<file path="src/rtl/ifu_fetch_if.sv">
// Instruction-fetch bus bundle: memory request/response channel plus the
// fetched-instruction handshake towards decode.
interface ifu_fetch_if #(
  parameter int PC_WIDTH   = 32,
  parameter int INST_WIDTH = 32
);
  logic                  imem_req_valid;
  logic                  imem_req_ready;
  logic [PC_WIDTH-1:0]   imem_req_addr;
  logic                  imem_resp_valid;
  logic [INST_WIDTH-1:0] imem_resp_data;
  logic                  imem_resp_err;
  logic                  inst_valid;
  logic                  inst_ready;
  logic [INST_WIDTH-1:0] inst;
  logic [PC_WIDTH-1:0]   inst_pc;
  logic                  inst_err;

  // Fetch-stage side
  modport master (
    output imem_req_valid, imem_req_addr, inst_valid, inst, inst_pc, inst_err,
    input  imem_req_ready, imem_resp_valid, imem_resp_data, imem_resp_err, inst_ready
  );

  // Memory/decode side
  modport slave (
    input  imem_req_valid, imem_req_addr, inst_valid, inst, inst_pc, inst_err,
    output imem_req_ready, imem_resp_valid, imem_resp_data, imem_resp_err, inst_ready
  );
endinterface

</file>
<file path="src/rtl/ifu_fetch.sv">
// Instruction-fetch stage: one memory read per PC, registered instruction to
// decode, PC-advance control, and drop of a read made stale by a redirect.
module ifu_fetch #(
  parameter int PC_WIDTH   = 32,
  parameter int INST_WIDTH = 32
) (
  input  logic                clk,
  input  logic                rst,
  input  logic [PC_WIDTH-1:0] pc,
  input  logic                flush,
  output logic                pc_enable,
  ifu_fetch_if.master         bus
);

  typedef enum logic [1:0] {
    CAPTURE = 2'd0,
    REQ     = 2'd1,
    WAIT    = 2'd2,
    HOLD    = 2'd3
  } state_t;

  state_t                state_q, state_d;
  logic                  kill_q, kill_d;
  logic                  capture;
  logic [PC_WIDTH-1:0]   req_addr_q;
  logic [INST_WIDTH-1:0] inst_q;
  logic [PC_WIDTH-1:0]   inst_pc_q;
  logic                  inst_err_q;

  always_ff @(posedge clk or negedge rst) begin
    if (!rst) begin
      state_q    <= CAPTURE;
      kill_q     <= 1'b0;
      req_addr_q <= '0;
      inst_q     <= '0;
      inst_pc_q  <= '0;
      inst_err_q <= 1'b0;
    end else begin
      state_q <= state_d;
      kill_q  <= kill_d;
      // A flushed CAPTURE samples a stale PC, but the FSM stays in CAPTURE
      // and resamples the redirected PC on the following cycle.
      if (state_q == CAPTURE) req_addr_q <= pc;
      if (capture) begin
        inst_q     <= bus.imem_resp_data;
        inst_err_q <= bus.imem_resp_err;
        inst_pc_q  <= req_addr_q;
      end
    end
  end

  always_comb begin
    state_d = state_q;
    kill_d  = kill_q;
    capture = 1'b0;
    case (state_q)
      CAPTURE: state_d = flush ? CAPTURE : REQ;
      REQ: begin
        // Request is never withdrawn; its response is dropped later instead.
        if (flush) kill_d = 1'b1;
        if (bus.imem_req_ready) state_d = WAIT;
      end
      WAIT: begin
        if (bus.imem_resp_valid) begin
          if (kill_q) begin
            kill_d  = 1'b0;
            state_d = CAPTURE;
          end else if (flush) begin
            state_d = CAPTURE;
          end else begin
            capture = 1'b1;
            state_d = HOLD;
          end
        end else if (flush) begin
          kill_d = 1'b1;
        end
      end
      HOLD: if (flush || bus.inst_ready) state_d = CAPTURE;
      default: state_d = CAPTURE;
    endcase
  end

  assign pc_enable          = flush | ((state_q == HOLD) & bus.inst_ready);
  assign bus.imem_req_valid = (state_q == REQ);
  assign bus.imem_req_addr  = req_addr_q;
  assign bus.inst_valid     = (state_q == HOLD);
  assign bus.inst           = inst_q;
  assign bus.inst_pc        = inst_pc_q;
  assign bus.inst_err       = inst_err_q;

  a_valid_exclusive: assert property (@(posedge clk) disable iff (!rst)
    !(bus.imem_req_valid && bus.inst_valid));

  a_req_stable: assert property (@(posedge clk) disable iff (!rst)
    (bus.imem_req_valid && !bus.imem_req_ready) |=>
      (bus.imem_req_valid && $stable(bus.imem_req_addr)));

endmodule

</file>
<file path="src/flat_wrapper.sv">
// flat-port wrapper written by rule: the top's interface ports become plain ports
module ifu_fetch_flat 
#(
  parameter int PC_WIDTH   = 32,
  parameter int INST_WIDTH = 32
)
  (clk, rst, pc, flush, pc_enable, bus_imem_req_valid, bus_imem_req_addr, bus_inst_valid, bus_inst, bus_inst_pc, bus_inst_err, bus_imem_req_ready, bus_imem_resp_valid, bus_imem_resp_data, bus_imem_resp_err, bus_inst_ready);
  ifu_fetch_if #(.PC_WIDTH(PC_WIDTH), .INST_WIDTH(INST_WIDTH)) bus_i ();
  input  logic clk;
  input  logic rst;
  input  logic [PC_WIDTH-1:0] pc;
  input  logic flush;
  output logic pc_enable;
  output wire logic [$bits(bus_i.imem_req_valid)-1:0] bus_imem_req_valid;
  output wire logic [$bits(bus_i.imem_req_addr)-1:0] bus_imem_req_addr;
  output wire logic [$bits(bus_i.inst_valid)-1:0] bus_inst_valid;
  output wire logic [$bits(bus_i.inst)-1:0] bus_inst;
  output wire logic [$bits(bus_i.inst_pc)-1:0] bus_inst_pc;
  output wire logic [$bits(bus_i.inst_err)-1:0] bus_inst_err;
  input wire logic [$bits(bus_i.imem_req_ready)-1:0] bus_imem_req_ready;
  input wire logic [$bits(bus_i.imem_resp_valid)-1:0] bus_imem_resp_valid;
  input wire logic [$bits(bus_i.imem_resp_data)-1:0] bus_imem_resp_data;
  input wire logic [$bits(bus_i.imem_resp_err)-1:0] bus_imem_resp_err;
  input wire logic [$bits(bus_i.inst_ready)-1:0] bus_inst_ready;
  assign bus_imem_req_valid = bus_i.imem_req_valid;
  assign bus_imem_req_addr = bus_i.imem_req_addr;
  assign bus_inst_valid = bus_i.inst_valid;
  assign bus_inst = bus_i.inst;
  assign bus_inst_pc = bus_i.inst_pc;
  assign bus_inst_err = bus_i.inst_err;
  assign bus_i.imem_req_ready = bus_imem_req_ready;
  assign bus_i.imem_resp_valid = bus_imem_resp_valid;
  assign bus_i.imem_resp_data = bus_imem_resp_data;
  assign bus_i.imem_resp_err = bus_imem_resp_err;
  assign bus_i.inst_ready = bus_inst_ready;
  ifu_fetch #(.PC_WIDTH(PC_WIDTH), .INST_WIDTH(INST_WIDTH)) u_core (.clk(clk), .rst(rst), .pc(pc), .flush(flush), .pc_enable(pc_enable), .bus(bus_i));
endmodule
</file>
<file path="config.mk">
export PLATFORM = sky130hd
export DESIGN_NAME = ifu_fetch_flat
export DESIGN_NICKNAME = d
export VERILOG_FILES = /design/src/rtl/ifu_fetch_if.sv /design/src/rtl/ifu_fetch.sv /design/src/flat_wrapper.sv
export SDC_FILE = /design/constraint.sdc
export NUM_CORES = 1
export LEC_CHECK = 0
export ABC_AREA = 0
export CAP_MARGIN = 0
export CORE_AREA = 2 2 98 100
export DETAILED_ROUTE_END_ITERATION = 16
export DIE_AREA = 0 0 100 102
export GPL_ROUTABILITY_DRIVEN = 1
export GPL_TIMING_DRIVEN = 1
export PLACE_DENSITY = 0.84
export SETUP_SLACK_MARGIN = 0.4
export SLEW_MARGIN = 40
export SYNTH_ARGS = -nofsm -noshare
export SYNTH_HDL_FRONTEND = slang
export SYNTH_SLANG_ARGS = --single-unit
</file>
<file path="constraint.sdc">
create_clock -name clk -period 5.2 [get_ports clk]
set_clock_uncertainty 0.1 [all_clocks]
set_input_delay 1.3 -clock clk [delete_from_list [all_inputs] [get_ports clk]]
set_output_delay 1.3 -clock clk [all_outputs]
set_load 0.1 [all_outputs]
</file>
==> flow_summary.json, run 1 <==
{
  "ios": 171,
  "status": "finished clean",
  "relSlewSlack_pct": 55.0,
  "drc": 0,
  "min-delay-start": "u_core.bus.inst_pc[18]",
  "grt_overflow": 0,
  "synth.avg_cell_area_sq_um": 17.8,
  "drive_gt1_share_pct": 53.4,
  "dp.cells": 505,
  "cap_violations": 0,
  "crit_path_start": "flush",
  "cts_resized": 0,
  "finalHoldViolations": 0,
  "cts_hold_buffers": 0,
  "cts_buffers": 9,
  "portBuffers": 170,
  "wl_met2_mm": 4.07,
  "cts_tree": "yes",
  "start_kind": "input pin",
  "root_buffer": "clkbuf_8",
  "cpPeakStageDelay_ns": 0.54,
  "yosys.cell_types.count": 21,
  "path_delay_family": "buffers and inverters",
  "rsz0062_at_grt": "no",
  "crit_chain": "clkdlybuf4s50_1, a21o_1, buf_4",
  "grtUsageTotal_pct": 17.0,
  "slew_violations": 0,
  "final_util_pct": 60.7,
  "clkTransAtPathRegs_ns": 0.09,
  "pre_cts_ws_ns": 1.57,
  "die_h_um": 102,
  "postCtsSetupBuffers": 0,
  "wl_met3_um": 654,
  "hold_depth": 1,
  "finalCritPeriodShare_pct": 69.8,
  "grt_pass1_vias": 2742,
  "std_cell_rows": 35,
  "netlist_area_sq_mm": 0.00412,
  "layout_setup_ws_ns": 1.57,
  "r2r-end": "u_core.bus.inst[1]",
  "synth-seq-area-share_pct": 60.7,
  "initial_core_util_pct": 45.2,
  "ys_warn_count": 0,
  "cp-end-kind": "primary output",
  "wl_met1_mm": 3.58,
  "crit_fanout": 5,
  "drt_first_pass_iters": 4,
  "antenna_found_initial": 0,
  "worst_path_max_delay_cell": "clkdlybuf4s50_1",
  "die_x_um": 100,
  "critPathKind": "input pin to primary output",
  "required_ns": 3.80,
  "routed_via_density": 4.83,
  "setup_viol": 0,
  "cts_sinks": 100,
  "ys_ff_latch": 100,
  "final_common_cell": "dfrtp_1",
  "highest_layer": "met4",
  "synth_fp_nets": 309,
  "grt_max_degree": 68,
  "grt_pass1_wl_mm": 13.6,
  "final_nets": 482,
  "cts_buffer_depth": 2,
  "antenna_cells": 0,
  "drt-initial-drc-count": 41,
  "place_congestion": 0.761,
  "syn_to_final_growth_pct": 34.2,
  "clk_latency_ns": 0.35,
  "r2r_start": "u_core.state_q[0]",
  "wl_per_cell_um": 16.1,
  "tightest_slew_ns": 0.675,
  "reg2reg_depth": 6,
  "htree_levels": 3,
  "finalSetupTns_ns": 0,
  "reg2reg_setup_slack_ns": 2.75,
  "fin_cells": 521,
  "layout_common_cells": "dfrtp_1, buf_2, clkdlybuf4s50_1",
  "hpwl_mm": 5.98,
  "syn_inst": 232,
  "num_vias": 2519,
  "hold-path-endpoint": "u_core.bus.inst_pc[18]",
  "max_freq_mhz": 275,
  "die-area_sq_mm": 0.0102,
  "cp.buffers_inverters": 2,
  "core_sq_mm": 0.00911,
  "ant_nets": 0,
  "cp.arrival_ns": 2.23,
  "min_period_ns": 3.63,
  "nFillCells": 745,
  "drt-total-wl_mm": 8.39,
  "hold_class": "register to register"
}
[registers in the layout, summed over array words and instances (netlist names)]
name                      flops
u_core.bus.inst              32
u_core.state_q                2
u_core.bus.inst_pc           32
u_core.kill_q                 1
u_core.bus.imem_req_addr     32
u_core.bus.inst_err           1
[cells by family (layout without fill, tap and decap cells)]
family,count (synthesis),count (layout),synth area share (%)
AOI/OAI and AO/OA,5,5,0.789
DFF,100,100,60.7
muxes,98,98,31.3
adders and majority gates,6,6,1.82
buffers and inverters,15,193,3.92
and+or+nand+nor,8,8,1.43
[Yosys cell counts]
library cell,count,area [sq um]
nor2_4,1,11.3
a31oi_1,1,6.26
buf_12,6,120
a21o_1,1,7.51
buf_2,3,15.0
ha_1,6,75.1
dfrtp_1,100,2500
o22a_1,1,8.76
o21ai_0,1,5.00
mux2_2,48,541
or3_1,1,6.26
a21oi_1,1,5.00
nor4_1,1,6.26
buf_4,1,7.51
nand2_1,1,3.75
inv_1,4,15.0
nor3b_1,1,7.51
nor2b_1,2,12.5
mux2_4,50,751
or3b_4,1,11.3
clkbuf_1,1,3.75
[area by class of cell]
cell class | instances | area (sq um) | area share, %
clock buffer | 12 | 145 | 2.62
clock inverter | 4 | 33.8 | 0.611
multi-input combinational | 117 | 1470 | 26.6
tap | 111 | 139 | 2.51
inverter | 4 | 15.0 | 0.271
sequential | 100 | 2500 | 45.2
timing repair buffer | 173 | 1230 | 22.2
[metal layers]
layer	up-vias	global-route usage, %
met4	0	5.06
met3	9	5.88
li1	1149	-
met5	-	0
met1	1256	21.2
met2	105	28.4
[worst max-delay path by stage]
stage / cells after the start / end
final: 3 / pc_enable
after global routing: 3 / pc_enable
after CTS: 3 / pc_enable
after detailed placement: 3 / pc_enable
after global placement: 3 / pc_enable
after floorplan: 2 / pc_enable
[metrics by stage]
step	instance area, sq um	hold slack (ns)
after global routing	5530	0.429
final	5530	0.410
after detailed placement	5340	0.388
after CTS	5520	0.415
after floorplan	4120	0.416
after global placement	5840	0.390
Power of run 1 is left out: the tool's default activity adds up to more than one toggle a clock period on the data nets, which glitch-free logic cannot reach.
==> run 2: changes to the inputs <==
Settings changed: CORE_AREA 2 2 98 100 to 2 2 101 103, DIE_AREA 0 0 100 102 to 0 0 103 105, PLACE_DENSITY 0.84 to 0.8.
Clock period 5.2 ns to 3.7 ns, I/O delays scaled along.
==> run 2 against run 1 <==
  * Via count up 0.12%
  * Register-to-register slack worse by 1.3 ns
  * First-iteration DRC count up 22%
  * Utilization about the same
  * Critical path depth unchanged
  * Critical endpoint unchanged
  * Highest routed layer unchanged
==> flow_summary.json, run 2 (synthesis gave the netlist of run 1 again) <==
{
  "status": "finished clean",
  "routed_via_density": 4.64,
  "cts_sinks": 100,
  "max_freq_mhz": 352,
  "hold-path-endpoint": "u_core.bus.inst[18]",
  "cts_resized": 0,
  "cts_buffer_depth": 2,
  "drt-total-wl_mm": 8.44,
  "r2r-end": "u_core.bus.inst_pc[31]",
  "drc": 0,
  "setup_viol": 0,
  "rsz0062_at_grt": "no",
  "grt_overflow": 0,
  "required_ns": 2.67,
  "start_kind": "input pin",
  "r2r_start": "u_core.state_q[0]",
  "die_h_um": 105,
  "std_cell_rows": 36,
  "final_nets": 482,
  "ant_nets": 0,
  "cp-end-kind": "primary output",
  "portBuffers": 170,
  "finalCritPeriodShare_pct": 76.7,
  "ios": 171,
  "grt_pass1_wl_mm": 13.3,
  "grt_max_degree": 91,
  "clkTransAtPathRegs_ns": 0.09,
  "htree_levels": 3,
  "antenna_cells": 0,
  "final_common_cell": "buf_4",
  "wl_per_cell_um": 15.5,
  "cts_buffers": 9,
  "crit_fanout": 5,
  "min_period_ns": 2.84,
  "min-delay-start": "u_core.bus.inst[18]",
  "tightest_slew_ns": 0.812,
  "core_sq_mm": 0.00964,
  "root_buffer": "clkbuf_8",
  "grtUsageTotal_pct": 15.7,
  "finalSetupTns_ns": 0,
  "antenna_found_initial": 0,
  "cp.arrival_ns": 1.81,
  "hold_class": "register to register",
  "postCtsSetupBuffers": 0,
  "cts_tree": "yes",
  "drt-initial-drc-count": 50,
  "die-area_sq_mm": 0.0108,
  "reg2reg_setup_slack_ns": 1.47,
  "initial_core_util_pct": 42.8,
  "cts_hold_buffers": 0,
  "whs_ns": 0.417,
  "critPathKind": "input pin to primary output",
  "relSlewSlack_pct": 45.9,
  "drive_gt1_share_pct": 53.4,
  "die_x_um": 103,
  "hpwl_mm": 5.98,
  "layout_common_cells": "buf_4, dfrtp_1, clkdlybuf4s50_1",
  "reg2reg_depth": 6,
  "drt_first_pass_iters": 4,
  "place_congestion": 0.713,
  "num_vias": 2522,
  "hold_depth": 1,
  "clk_latency_ns": 0.34,
  "finalHoldViolations": 0,
  "cap_violations": 0,
  "slew_violations": 0,
  "syn_to_final_growth_pct": 42.0,
  "grt_pass1_vias": 2664
}
run 2: how the worst max path moves through the flow:
stage | start | to | slack, ns | cells past startpoint
detailed placement | flush | u_core.bus.inst[7] | 0.72 | 5
global placement | flush | u_core.bus.inst_pc[31] | 0.77 | 5
global route | flush | pc_enable | 0.83 | 3
CTS | flush | pc_enable | 0.86 | 3
floorplan | u_core.state_q[1] | pc_enable | 0.66 | 2
finish | flush | pc_enable | 0.86 | 3
run 2: metrics by stage:
| stage | std cells | setup slack (ns) | instance area [sq um] | util (%) |
|---|---|---|---|---|
| 6_report | 543 | 0.862 | 5850 | 60.7 |
| 4_1_cts | 543 | 0.858 | 5850 | 60.7 |
| 3_5_place_dp | 527 | 0.716 | 5640 | 58.6 |
| 3_3_place_gp | 527 | 0.769 | 5640 | 58.5 |
| 5_1_grt | 543 | 0.832 | 5850 | 60.7 |
| 2_1_floorplan | 232 | 0.656 | 4120 | - |
run 2: area by class of cell:
cell class | instances | area (sq um)
Fill cell | 788 | 3790
Sequential cell | 100 | 2500
Timing Repair Buffer | 173 | 1500
Multi-Input combinational cell | 117 | 1460
Tap cell | 133 | 166
Clock buffer | 13 | 159
Clock inverter | 3 | 45.0
Inverter | 4 | 15.0
run 2: worst max-delay path, stage by stage:
cell	delay [ns]
clkdlybuf4s50_1	0.55
a21o_1	0.15
buf_12	0.18
run 2: metal layers:
metal | track usage [%] | up-vias | part of all wire (%)
li1 | - | 1157 | -
met1 | 19.3 | 1252 | 41
met2 | 25.1 | 104 | 48
met3 | 6.82 | 9 | 9.9
met4 | 3.85 | 0 | 1.1
met5 | 0 | - | 0
Power of run 2 is left out for the same reason.
